### src/rtl/serial_comparator_ctrl.sv
// MSB-first serial magnitude comparator: one bit per clock through a 1-bit
// comparator cell, exiting at the first differing bit with a registered verdict.

module comparator (
  input  logic i_w_a,
  input  logic i_w_b,
  output logic o_w_lt,
  output logic o_w_gt,
  output logic o_w_eq
);
  assign o_w_lt = ~i_w_a &  i_w_b;
  assign o_w_gt =  i_w_a & ~i_w_b;
  assign o_w_eq = ~(i_w_a ^ i_w_b);
endmodule

module serial_comparator_ctrl #(
  parameter int WIDTH = 8,
  parameter int PW    = $clog2(WIDTH)
) (
  input  logic             i_w_clk,
  input  logic             i_w_rst_n,
  input  logic             i_w_start,
  input  logic [WIDTH-1:0] i_w_a,
  input  logic [WIDTH-1:0] i_w_b,
  output logic             o_w_busy,
  output logic             o_w_done,
  output logic             o_w_lt,
  output logic             o_w_gt,
  output logic             o_w_eq,
  output logic [PW-1:0]    o_w_pos
);

  typedef enum logic [1:0] {
    ST_IDLE  = 2'd0,
    ST_SHIFT = 2'd1,
    ST_DONE  = 2'd2
  } state_t;

  localparam logic [PW-1:0] IDX_MAX = PW'(WIDTH - 1);

  state_t             state_q, state_d;
  logic [WIDTH-1:0]   a_q, a_d;
  logic [WIDTH-1:0]   b_q, b_d;
  logic [PW-1:0]      idx_q, idx_d;
  logic               lt_q, lt_d;
  logic               gt_q, gt_d;
  logic               eq_q, eq_d;
  logic [PW-1:0]      pos_q, pos_d;

  logic               bit_a;
  logic               bit_b;
  logic               cmp_lt;
  logic               cmp_gt;
  logic               cmp_eq;

  // The bit under test comes from the captured operands, never the live inputs.
  assign bit_a = a_q[idx_q];
  assign bit_b = b_q[idx_q];

  comparator u_cmp (
    .i_w_a  (bit_a),
    .i_w_b  (bit_b),
    .o_w_lt (cmp_lt),
    .o_w_gt (cmp_gt),
    .o_w_eq (cmp_eq)
  );

  always_comb begin
    state_d = state_q;
    a_d     = a_q;
    b_d     = b_q;
    idx_d   = idx_q;
    lt_d    = lt_q;
    gt_d    = gt_q;
    eq_d    = eq_q;
    pos_d   = pos_q;

    case (state_q)
      ST_IDLE: begin
        if (i_w_start) begin
          a_d     = i_w_a;
          b_d     = i_w_b;
          idx_d   = IDX_MAX;
          lt_d    = 1'b0;
          gt_d    = 1'b0;
          eq_d    = 1'b0;
          pos_d   = '0;
          state_d = ST_SHIFT;
        end
      end

      ST_SHIFT: begin
        if (cmp_gt || cmp_lt) begin
          gt_d    = cmp_gt;
          lt_d    = cmp_lt;
          pos_d   = idx_q;
          state_d = ST_DONE;
        end else if (cmp_eq && (idx_q == '0)) begin
          // Every bit matched; the index stops here instead of wrapping.
          eq_d    = 1'b1;
          pos_d   = '0;
          state_d = ST_DONE;
        end else begin
          idx_d   = idx_q - 1'b1;
        end
      end

      ST_DONE: begin
        state_d = ST_IDLE;
      end

      default: begin
        state_d = ST_IDLE;
      end
    endcase
  end

  always_ff @(posedge i_w_clk or negedge i_w_rst_n) begin
    if (!i_w_rst_n) begin
      state_q <= ST_IDLE;
      a_q     <= '0;
      b_q     <= '0;
      idx_q   <= '0;
      lt_q    <= 1'b0;
      gt_q    <= 1'b0;
      eq_q    <= 1'b0;
      pos_q   <= '0;
    end else begin
      state_q <= state_d;
      a_q     <= a_d;
      b_q     <= b_d;
      idx_q   <= idx_d;
      lt_q    <= lt_d;
      gt_q    <= gt_d;
      eq_q    <= eq_d;
      pos_q   <= pos_d;
    end
  end

  assign o_w_busy = (state_q == ST_SHIFT) || (state_q == ST_DONE);
  assign o_w_done = (state_q == ST_DONE);
  assign o_w_lt   = lt_q;
  assign o_w_gt   = gt_q;
  assign o_w_eq   = eq_q;
  assign o_w_pos  = pos_q;

endmodule
### config.mk
export PLATFORM = sky130hd
export DESIGN_NAME = serial_comparator_ctrl
export DESIGN_NICKNAME = d
export VERILOG_FILES = /design/src/rtl/serial_comparator_ctrl.sv
export SDC_FILE = /design/constraint.sdc
export NUM_CORES = 1
export LEC_CHECK = 0
export ABC_AREA = 1
export CAP_MARGIN = 10
export CORE_MARGIN = 4
export CORE_UTILIZATION = 52
export CTS_CLUSTER_SIZE = 25
export DETAILED_ROUTE_END_ITERATION = 8
export PLACE_DENSITY_LB_ADDON = 0.05
export SYNTH_ARGS = -nofsm -noshare
export SYNTH_HDL_FRONTEND = slang
export SYNTH_SLANG_ARGS = --single-unit
### constraint.sdc
create_clock -name i_w_clk -period 2 [get_ports i_w_clk]
set_input_delay 0.6 -clock i_w_clk [delete_from_list [all_inputs] [get_ports i_w_clk]]
set_output_delay 0.6 -clock i_w_clk [all_outputs]
set_load 0.01 [all_outputs]
# --- Yosys cells after proc, flatten, opt, wreduce, memory -nomap -nowiden ---
# Cells that the tools add are included.
classes:
  add_sub_neg: 1
  n_lt_le_gt_ge: 1
  eq_ne: 8
  n_mux: 24
  bitwise: 6
  reduce_logical: 12
op_table:
  columns: ["operator", "n"]
  rows:
  - ["3-bit 2-to-1 mux", 6]
  - ["3-bit one-hot mux with 2 select lines", 2]
  - ["2-bit inequality test, second input constant", 5]
  - ["4-bit AND reduction", 2]
  - ["1-bit 2-to-1 mux", 7]
  - ["1-bit binary-select mux with 3-bit select", 2]
  - ["2-bit 2-to-1 mux", 3]
  - ["1-bit one-hot mux with 2 select lines", 3]
  - ["3-bit AND reduction", 2]
  - ["3-bit by 4-bit < comparator with 1-bit output, second input constant", 1]
  - ["2-bit one-hot mux with 2 select lines", 1]
  - ["2-bit AND reduction", 2]
  - ["3-bit logical NOT", 1]
  - ["3-bit inequality test, second input constant", 1]
  - ["1-bit inverter", 3]
  - ["3-bit by 1-bit subtractor with 3-bit output, second input constant", 1]
  - ["1-bit AND", 2]
  - ["2-bit by 1-bit equality test with 1-bit output, second input constant", 1]
  - ["2-bit equality test, second input constant", 1]
  - ["2-bit logical NOT", 1]
  - ["1-bit logical OR", 2]
  - ["2-bit nonzero test", 1]
  - ["1-bit logical AND", 1]
  - ["1-bit XOR", 1]
totals:
  ff_bits: 27
  elab_cells: 60

# --- Longest topological paths before layout ---
# Gate-level depths: netlist (run 1).
logic_depth:
  ltp_word: 8
  depth_mapped: 13
  depth_no_buf: 13

# --- Modules after synthesis ---
# From an unflattened synthesis (run 1), not the netlist that was laid out.
unflattened:
  hier_cells: 192
  area_unflattened_um2: 1477.7
modules_own_cells:
  columns: ["mod", "n_inst", "cells_per_inst", "area_per_inst_um2"]
  rows:
  - ["serial_comparator_ctrl", 1, 188, 1445.1]
  - ["comparator", 1, 4, 32.5]

# --- Least setup slack after synthesis (run 1) ---
# OpenSTA, ideal clock, no wires.
synth_path:
  kind: "reg2reg"
  startpoint: "reg idx_q[0]"
  endpoint: "reg idx_q[2]"
  arrival_ns: 1.525
  required_ns: 1.883
  setup_slack_ns: 0.357
  path_stages_with_launch: 13
  cell_sequence: "dfrtp_1 -> buf_4 -> nand2_1 -> nand3_1 -> nand3_1 -> nand2_1 -> ha_1 -> nand2_1 -> inv_2 -> nand2_2 -> nand3_2 -> nand2_1 -> nand2_1"
synth_between:
  elab_chain_len: 7
  elab_cells_between_ends: 20
synth_lines:
  columns: ["item", "line_no", "rtl"]
  rows:
  - ["start: declaration", "44", "logic [PW-1:0] idx_q, idx_d;"]
  - ["start signal: assignment", "132", "idx_q <= idx_d;"]
  - ["1-bit binary-select mux with 3-bit select (on tied branches)", "57, 58", null]
  - ["1-bit 2-to-1 mux (on tied branches)", "57, 58", null]
  - ["1-bit XOR (tied with other cells)", "13", "assign o_w_eq = ~(i_w_a ^ i_w_b);"]
  - ["1-bit inverter (tied with other cells)", "13", null]
  - ["1-bit logical AND or 1-bit logical OR (tied branches)", "98, 93", null]
  - ["2-bit inequality test (no source line)", null, null]
  - ["4-bit AND reduction (no source line)", null, null]
# Several ways; a longest one is shown, not always the timed one. The select of a mux whose other input is x is not followed.
# A chain may end at the register's enable or synchronous reset.

# --- Worst setup path after layout (run 1) ---
layout_path:
  startpoint: "reg state_q[1]"
  endpoint: "out o_w_done"
layout_between:
  elab_chain_len: 1
layout_lines:
  columns: ["item", "line_no", "rtl"]
  rows:
  - ["start: declaration", "41", "state_t state_q, state_d;"]
  - ["start signal: assignment", "129", "state_q <= state_d;"]
  - ["2-bit equality test", "141", "assign o_w_done = (state_q == ST_DONE);"]
  - ["end: declaration", "26", "output logic o_w_done,"]
# No other way between the ends.

==> impl_metrics.yaml, run 1 <==
sta:
  finalCritPeriodShare: 0.966
  holdWs_ns: 0.491
  hold_viol: 0
  worstMarginPinSlew_ns: 0.376
  setup-tns-final_ns: 0
  max_clock_freq_ghz: 0.517
  grt_setup_unrepaired: "false"
  setup_viol: 0
  period_needed_ns: 1.93
  slew_violations: 0
  skew_ns: 0.0115
  fin_ws_ns: 0.0673
  slew_headroom: 0.750
placed_design:
  dp_hpwl_mm: 2.22
  io_buffer_count: 26
  gp_congestion: 0.913
  post_dp_cell_area_sq_um: 1850
  place_ws_ns: 0.121
synthesis:
  synth_area_sq_um: 1570
  synth.most_common_cell: "nand2_1"
  yosys-top-cells-count: "nand2_1, dfrtp_1, inv_1, nand3_1, nor2_1"
  yosys_warnings: 0
  syn_inst: 203
  synth_edf_count: 0
  ys_top_cells_by_area: "dfrtp_1, nand2_1, ha_1, nand3_1, inv_1"
  synthFlopType: "dfrtp_1"
  yosys.area.top_type_share: 0.432
  synth-seq-cells: 27
  ys_seq_area_frac: 0.432
  post-synth-top-area-cell: "dfrtp_1"
  syn_area_per_cell_sq_um: 7.71
  async_reset_ff_frac: 1.00
  syn_nets: 231
  synth_cell_types: 18
job:
  drv_cap: 0
clock_tree:
  clk_latency_ns: 0.33
  clockBufferDepth: 2
  htree_levels: 1
  cts.reportedPaths.clkPinSlew_ns: 0.16
  root_buffer: "clkbuf_4"
  tritoncts: "done"
  numCtsBuffers: 3
  numClockSinks: 27
routing:
  drtIter0Drc: 64
  vias: 1334
  finalWirelength_mm: 2.99
  dr.pass1.iters: 4
  wire_per_inst_microns: 11.2
  drc_errors: 0
  via_per_inst: 4.98
  drtAntennaViolNets: 0
floorplan:
  fp.dieW_microns: 62.9
  rows: 19
  die_area_sq_um: 3950
  initial_core_util: 0.558
  io_pins: 27
  fp.dieH_microns: 62.9
  coreArea_sq_um: 2810
cells_and_area:
  area_growth_pct: 21.6
  antenna_cells: 0
  regArea_sq_um: 676
  postLayoutCoreUtil: 0.678
  multi_input_area_sq_um: 716
  nets: 266
  final_area_sq_um: 1900
  fillerInstances: 260
  drive_gt1_frac: 0.122
worst_setup_path:
  crit_chain: "buf_4, ha_1, dlygate4sd2_1"
  cp-start-kind: "flop"
  cp_top_family: "buffers and inverters"
  cp_slowest_stage_delay_ns: 0.42
  critical_path_class: "reg2out"
  worst_path_max_delay_cell: "dfrtp_1"
  worstSetupEndpointType: "output pin"
  cp_num_buf_inv: 2
  arrival_ns: 1.33
  required_ns: 1.40
  crit_fanout: 2
global_route:
  grt_use_total: 0.170
  antenna_found_initial: 0
  grt_max_degree: 33
  grt_overflow: 0
  grt_pass1_vias: 1273
  grt_pass1_wl_mm: 5.41
outcome:
  status: "complete, no violations"
min_path:
  hp-class: "reg2reg"
power:
  power_density_nw_per_um2: 1560
  irDropWorstVdd_mv: 0.827
  p_leak_uw: 0.00105
tightest hold or removal path, cell delays in order, from the launching register on:
cell and delay, ns:
dfrtp_1 0.38, nand2_1 0.05, nand2_1 0.04
worst paths after layout:
check / from / end / slack (ns) / cells after the start
min: o_w_eq$_DFFE_PN0P_ / o_w_eq$_DFFE_PN0P_ / 0.49 / 2
min reg2reg: o_w_eq$_DFFE_PN0P_ / o_w_eq$_DFFE_PN0P_ / 0.49 / 2
min in group asynchronous: i_w_rst_n / b_q[0]$_DFFE_PN0P_ / 0.63 / 2
max in group asynchronous: i_w_rst_n / idx_q[2]$_DFFE_PN0P_ / 1.11 / 2
max: state_q[1]$_DFFE_PN0P_ / o_w_done / 0.07 / 3
max reg2reg: idx_q[0]$_DFFE_PN0P_ / idx_q[2]$_DFFE_PN0P_ / 0.13 / 12
state kept, by name, indices dropped and copies added (netlist names):
register,cells
b_q,8
o_w_pos,3
state_q,2
o_w_lt,1
o_w_gt,1
a_q,8
idx_q,3
o_w_eq,1
through the flow:
step,power (uW),instances
6_report,2980,268
3_5_place_dp,2710,260
4_1_cts,2960,266
2_1_floorplan,2290,203
5_1_grt,3310,268
3_3_place_gp,2650,260
per-layer routing:
layer | global-route usage | routed length (microns) | vias up
met5 | 0 | 0 | -
met4 | 0.0854 | 62 | 0
met3 | 0.0288 | 147 | 6
met2 | 0.266 | 1380 | 36
met1 | 0.224 | 1410 | 598
li1 | - | - | 694
report_power, final:
group          leakage, uW  internal, uW  switching [uW]  total, uW
Combinational     0.000718           727            1120       1850
Clock            0.0000177          75.0             167        242
Sequential        0.000315           779             103        883
what timing repair did:
action,CTS,global route
setup endpoints to repair,2,1
endpoints found under the hold margin,0,0
setup buffers,2,2
pin swaps,0,0
resized for setup,2,3
hold buffers,0,0
cells in the final DEF (no fill, tap or decap), drive strengths merged, types with 2 or more instances in the layout:
cell type and n:
nand2 67, ha 9, a21oi 16, nand3 23
o21ai 2, clkdlybuf4s50 24, nor2 21, clkbuf 3
dfrtp 27, buf 10, inv 29, nand4 2
cell type report:
type / count / area share
inverters: 29 / 0.0585
flip-flops and latches: 27 / 0.355
clock buffers: 3 / 0.0118
clock inverters: 1 / 0.00263
multi-input cells: 141 / 0.376
repair buffers: 36 / 0.176
well taps: 31 / 0.0204
cells by family after synthesis:
logic type | Yosys count | share of synthesized area
compound gates | 19 | 0.0624
fa+ha+maj | 9 | 0.0719
buf+inv | 35 | 0.111
flops | 27 | 0.432
simple gates | 113 | 0.323
(Power assumes the default switching activity.)
==> inputs of run 2 (changes only) <==
--- a/config.mk
+++ b/config.mk
@@ -11,7 +11,7 @@
 export CORE_UTILIZATION = 52
 export CTS_CLUSTER_SIZE = 25
 export DETAILED_ROUTE_END_ITERATION = 8
-export PLACE_DENSITY_LB_ADDON = 0.05
+export PLACE_DENSITY_LB_ADDON = 0.15
 export SYNTH_ARGS = -nofsm -noshare
 export SYNTH_HDL_FRONTEND = slang
 export SYNTH_SLANG_ARGS = --single-unit
==> impl_metrics.yaml, run 2 (same netlist as run 1, synthesis figures left out) <==
power:
  total_power_uw: 3010
  p_leak_uw: 0.00106
  clkPwrFrac: 0.079
  combPwrFrac: 0.626
  swShare: 0.466
  irDropWorstVdd_mv: 1.04
  power.switching_uw: 1410
  power_density_nw_per_um2: 1570
  internal-power_uw: 1610
  power_frac_seq: 0.296
worst_setup_path:
  required_ns: 1.40
  crit_fanout: 3
  critical_path_class: "reg2out"
  worstSetupEndpointType: "output pin"
  arrival_ns: 1.33
  reg2reg_from: "idx_q[0]$_DFFE_PN0P_"
  cp-start-kind: "flop"
  cp-startpoint: "state_q[0]$_DFFE_PN0P_"
clock_tree:
  cts.reportedPaths.clkPinSlew_ns: 0.14
  numClockSinks: 27
  tritoncts: "done"
  clk_latency_ns: 0.33
  clockBufferDepth: 2
  htree_levels: 1
  root_buffer: "clkbuf_4"
  numCtsBuffers: 3
sta:
  holdWs_ns: 0.487
  period_needed_ns: 1.93
  hold_viol: 0
  max_clock_freq_ghz: 0.519
  slew_violations: 0
  worstMarginPinSlew_ns: 0.391
  setup_viol: 0
  skew_ns: 0.00585
  slew_headroom: 0.740
  finalCritPeriodShare: 0.964
cells_and_area:
  layout_common_cells: "nand2_1, dfrtp_1, clkdlybuf4s50_1"
  postLayoutCoreUtil: 0.685
  nets: 267
  layout_commonest_cell: "nand2_1"
  reg_top3: "a_q: 8 flops, b_q: 8 flops"
  final_area_sq_um: 1920
  area_growth_pct: 22.7
  drive_gt1_frac: 0.126
  antenna_cells: 0
  finalNonFillerCells: 269
placed_design:
  gp_congestion: 0.942
  post_dp_cell_area_sq_um: 1860
  io_buffer_count: 26
  dp_cells: 260
  dp_hpwl_mm: 2.28
outcome:
  status: "complete, no violations"
global_route:
  grt_overflow: 0
  grt_pass1_vias: 1307
  grt_use_total: 0.167
  antenna_found_initial: 0
  grt_max_degree: 33
  grt_pass1_wl_mm: 5.38
routing:
  vias: 1313
  finalWirelength_mm: 3.04
  wire_per_inst_microns: 11.3
  drtAntennaViolNets: 0
  drtIter0Drc: 45
  via_per_inst: 4.88
  dr.pass1.iters: 4
  drc_errors: 0
floorplan:
  fp.dieW_microns: 62.9
  io_pins: 27
  die_area_sq_um: 3950
  coreArea_sq_um: 2810
  fp.dieH_microns: 62.9
  initial_core_util: 0.558
  rows: 19
min_path:
  hold_start: "o_w_pos[0]$_DFFE_PN0P_"
  hp-class: "reg2reg"
job:
  drv_cap: 0
-- run 2: what timing repair did --
action,in CTS,in global routing
endpoints found under the setup margin,2,4
resized for setup,2,3
buffers inserted,2,3
endpoints found under the hold margin,0,0
hold buffers,0,0
cloned,0,0
-- run 2: power groups by stage --
stage,logic (uW),clock network [uW],registers (uW)
after global placement,1780,0,895
after floorplan,1400,0,884
final,1890,237,891
after detailed placement,1840,0,909
after global routing,2150,279,917
after CTS,1860,248,886
-- run 2: per-layer routing --
layer	GRT usage	share of wire	wire length, microns
met5	0	0	0
met4	0.0854	0.015	46
met1	0.203	0.47	1420
met2	0.278	0.47	1420
met3	0.0360	0.050	153
-- run 2: layout make-up --
cell class / instances / area [sq um]
fillers: 260 / 885
multi-input cells: 141 / 716
flip-flops and latches: 27 / 676
repair buffers: 37 / 353
inverters: 29 / 111
well taps: 31 / 38.8
clock buffers: 4 / 26.3
-- run 2: through the flow --
stage | TNS [ns] | worst slack [ns]
after floorplan | 0 | 0.357
after global routing | -0.00906 | -0.00906
after global placement | 0 | 0.154
final | 0 | 0.0717
after CTS | 0 | 0.0165
after detailed placement | 0 | 0.125
-- run 2: final timing paths --
path / endpoint / slack [ns] / cells past startpoint
setup reg to reg: idx_q[2]$_DFFE_PN0P_ / 0.15 / 12
min in group asynchronous: a_q[2]$_DFFE_PN0P_ / 0.62 / 2
max in group asynchronous: state_q[1]$_DFFE_PN0P_ / 1.12 / 2
setup / recovery: o_w_busy / 0.07 / 3
hold reg to reg: o_w_pos[0]$_DFFE_PN0P_ / 0.49 / 2
hold / removal: o_w_pos[0]$_DFFE_PN0P_ / 0.49 / 2
-- run 2: worst max-delay path, stage by stage (launching register included) --
cell	delay (ns)
dfrtp_1	0.39
inv_2	0.05
ha_1	0.28
dlygate4sd2_1	0.28
==> inputs of run 3 (changes only) <==
--- a/config.mk
+++ b/config.mk
@@ -11,6 +11,7 @@
 export CORE_UTILIZATION = 52
 export CTS_CLUSTER_SIZE = 25
 export DETAILED_ROUTE_END_ITERATION = 8
+export MAX_ROUTING_LAYER = met4
 export PLACE_DENSITY_LB_ADDON = 0.15
 export SYNTH_ARGS = -nofsm -noshare
 export SYNTH_HDL_FRONTEND = slang
==> impl_metrics.yaml, run 3 (same netlist as run 1, synthesis figures left out) <==
routing:
  drc_errors: 0
  wire_per_inst_microns: 11.8
  drtAntennaViolNets: 0
  drtIter0Drc: 83
  via_per_inst: 5.10
  finalWirelength_mm: 3.15
  dr.pass1.iters: 4
  vias: 1367
worst_setup_path:
  r2r_slack_ns: 0.15
  critical_path_class: "reg2out"
  worst_path_max_delay_cell: "dfrtp_1"
  cp_slowest_stage_delay_ns: 0.39
  worstSetupEndpointType: "output pin"
  crit_fanout: 3
  cp-startpoint: "state_q[0]$_DFFE_PN0P_"
  endpoint: "o_w_busy"
  required_ns: 1.40
  reg2reg_from: "idx_q[0]$_DFFE_PN0P_"
  rr_endpoint: "state_q[0]$_DFFE_PN0P_"
  r2r_cells: 11
  arrival_ns: 1.33
  crit_chain: "inv_2, ha_1, dlygate4sd2_1"
  cp-start-kind: "flop"
placed_design:
  dp_hpwl_mm: 2.35
  dp_cells: 260
  gp_congestion: 0.959
  place_ws_ns: 0.119
  io_buffer_count: 26
clock_tree:
  numClockSinks: 27
  root_buffer: "clkbuf_4"
  numCtsBuffers: 3
  clk_latency_ns: 0.32
  htree_levels: 1
  postCtsHoldBufs: 0
  tritoncts: "done"
  clockBufferDepth: 2
  cts.reportedPaths.clkPinSlew_ns: 0.14
cells_and_area:
  layout_common_cells: "nand2_1, dfrtp_1, clkdlybuf4s50_1"
  fillerInstances: 246
  multi_input_area_sq_um: 728
  antenna_cells: 0
  reg_top3: "a_q: 8 flops, b_q: 8 flops"
  nets: 266
  regArea_sq_um: 677
  area_growth_pct: 23.3
  layout_commonest_cell: "nand2_1"
  finalNonFillerCells: 268
  drive_gt1_frac: 0.127
global_route:
  grt_pass1_vias: 1207
  antenna_found_initial: 0
  grt_overflow: 0
  grt_pass1_wl_mm: 5.33
  grt_max_degree: 33
  grt_use_total: 0.170
sta:
  period_needed_ns: 1.93
  skew_ns: 0.0137
  slew_violations: 0
  slew_headroom: 0.738
  worstMarginPinSlew_ns: 0.393
  finalCritPeriodShare: 0.963
  hold_viol: 0
  setup-tns-final_ns: 0
  grt_setup_unrepaired: "false"
  fin_ws_ns: 0.0741
  max_clock_freq_ghz: 0.519
  setup_viol: 0
power:
  total_power_uw: 3110
  p_leak_uw: 0.00105
  power_density_nw_per_um2: 1610
  irDropWorstVdd_mv: 0.904
floorplan:
  die_area_sq_um: 3950
  fp.dieH_microns: 62.9
  coreArea_sq_um: 2810
  rows: 19
  initial_core_util: 0.558
  io_pins: 27
  fp.dieW_microns: 62.9
job:
  drv_cap: 0
min_path:
  hp-class: "reg2reg"
outcome:
  status: "complete, no violations"
-- run 3: changes by cell type in the layout (fill, tap and decap cells not counted), sizes merged --
cell           previous run  this run
dlygate4sd2               2         1
buf                      11        10
clkdlybuf4s15             0         1
-- run 3: how the worst min path moves through the flow --
stage	cells after the start	startpoint	endpoint	slack [ns]
2_1_floorplan	0	i_w_rst_n	a_q[0]$_DFFE_PN0P_	0.30
3_3_place_gp	2	o_w_pos[0]$_DFFE_PN0P_	o_w_pos[0]$_DFFE_PN0P_	0.46
3_5_place_dp	2	o_w_eq$_DFFE_PN0P_	o_w_eq$_DFFE_PN0P_	0.46
4_1_cts	2	o_w_eq$_DFFE_PN0P_	o_w_eq$_DFFE_PN0P_	0.49
5_1_grt	2	o_w_pos[0]$_DFFE_PN0P_	o_w_pos[0]$_DFFE_PN0P_	0.53
6_report	2	o_w_eq$_DFFE_PN0P_	o_w_eq$_DFFE_PN0P_	0.49
-- run 3: area by class of cell --
cell class	instances	share of cell area
clock buffers	4	0.0136
inverters	29	0.0590
multi-input cells	141	0.377
flip-flops and latches	27	0.351
well taps	31	0.0201
repair buffers	36	0.180
-- run 3: metrics by stage --
stage                     area (sq um)  hold slack [ns]  utilization
final                             1930            0.492        0.688
after global routing              1930            0.534        0.688
after detailed placement          1860            0.458        0.663
after global placement            1860            0.456        0.663
after CTS                         1900            0.491        0.677
after floorplan                   1570            0.304            -
-- run 3: what timing repair did --
item | 4_1_cts | 5_1_grt
endpoints found under the setup margin | 2 | 6
buffers inserted | 2 | 2
gates resized for setup | 2 | 6
-- run 3: power by group --
part	leakage [uW]	switching, uW	total, uW	internal [uW]
Combinational	0.000721	1170	1970	799
Clock	0.0000150	152	230	78.1
Sequential	0.000314	122	904	783
-- run 3: routing by layer --
metal | share of wire | vias to the layer above | GRT usage
met3 | 0.049 | 6 | 0.0378
met1 | 0.46 | 631 | 0.209
met5 | 0 | - | -
li1 | - | 698 | -
met4 | 0.014 | 0 | 0.0523
met2 | 0.48 | 32 | 0.277
-- run 3: worst max-delay path: cells and delay by family (launching register included) --
family	cells	cell delay (ns)
flops	1	0.39
fa+ha+maj	1	0.28
buf+inv	2	0.34
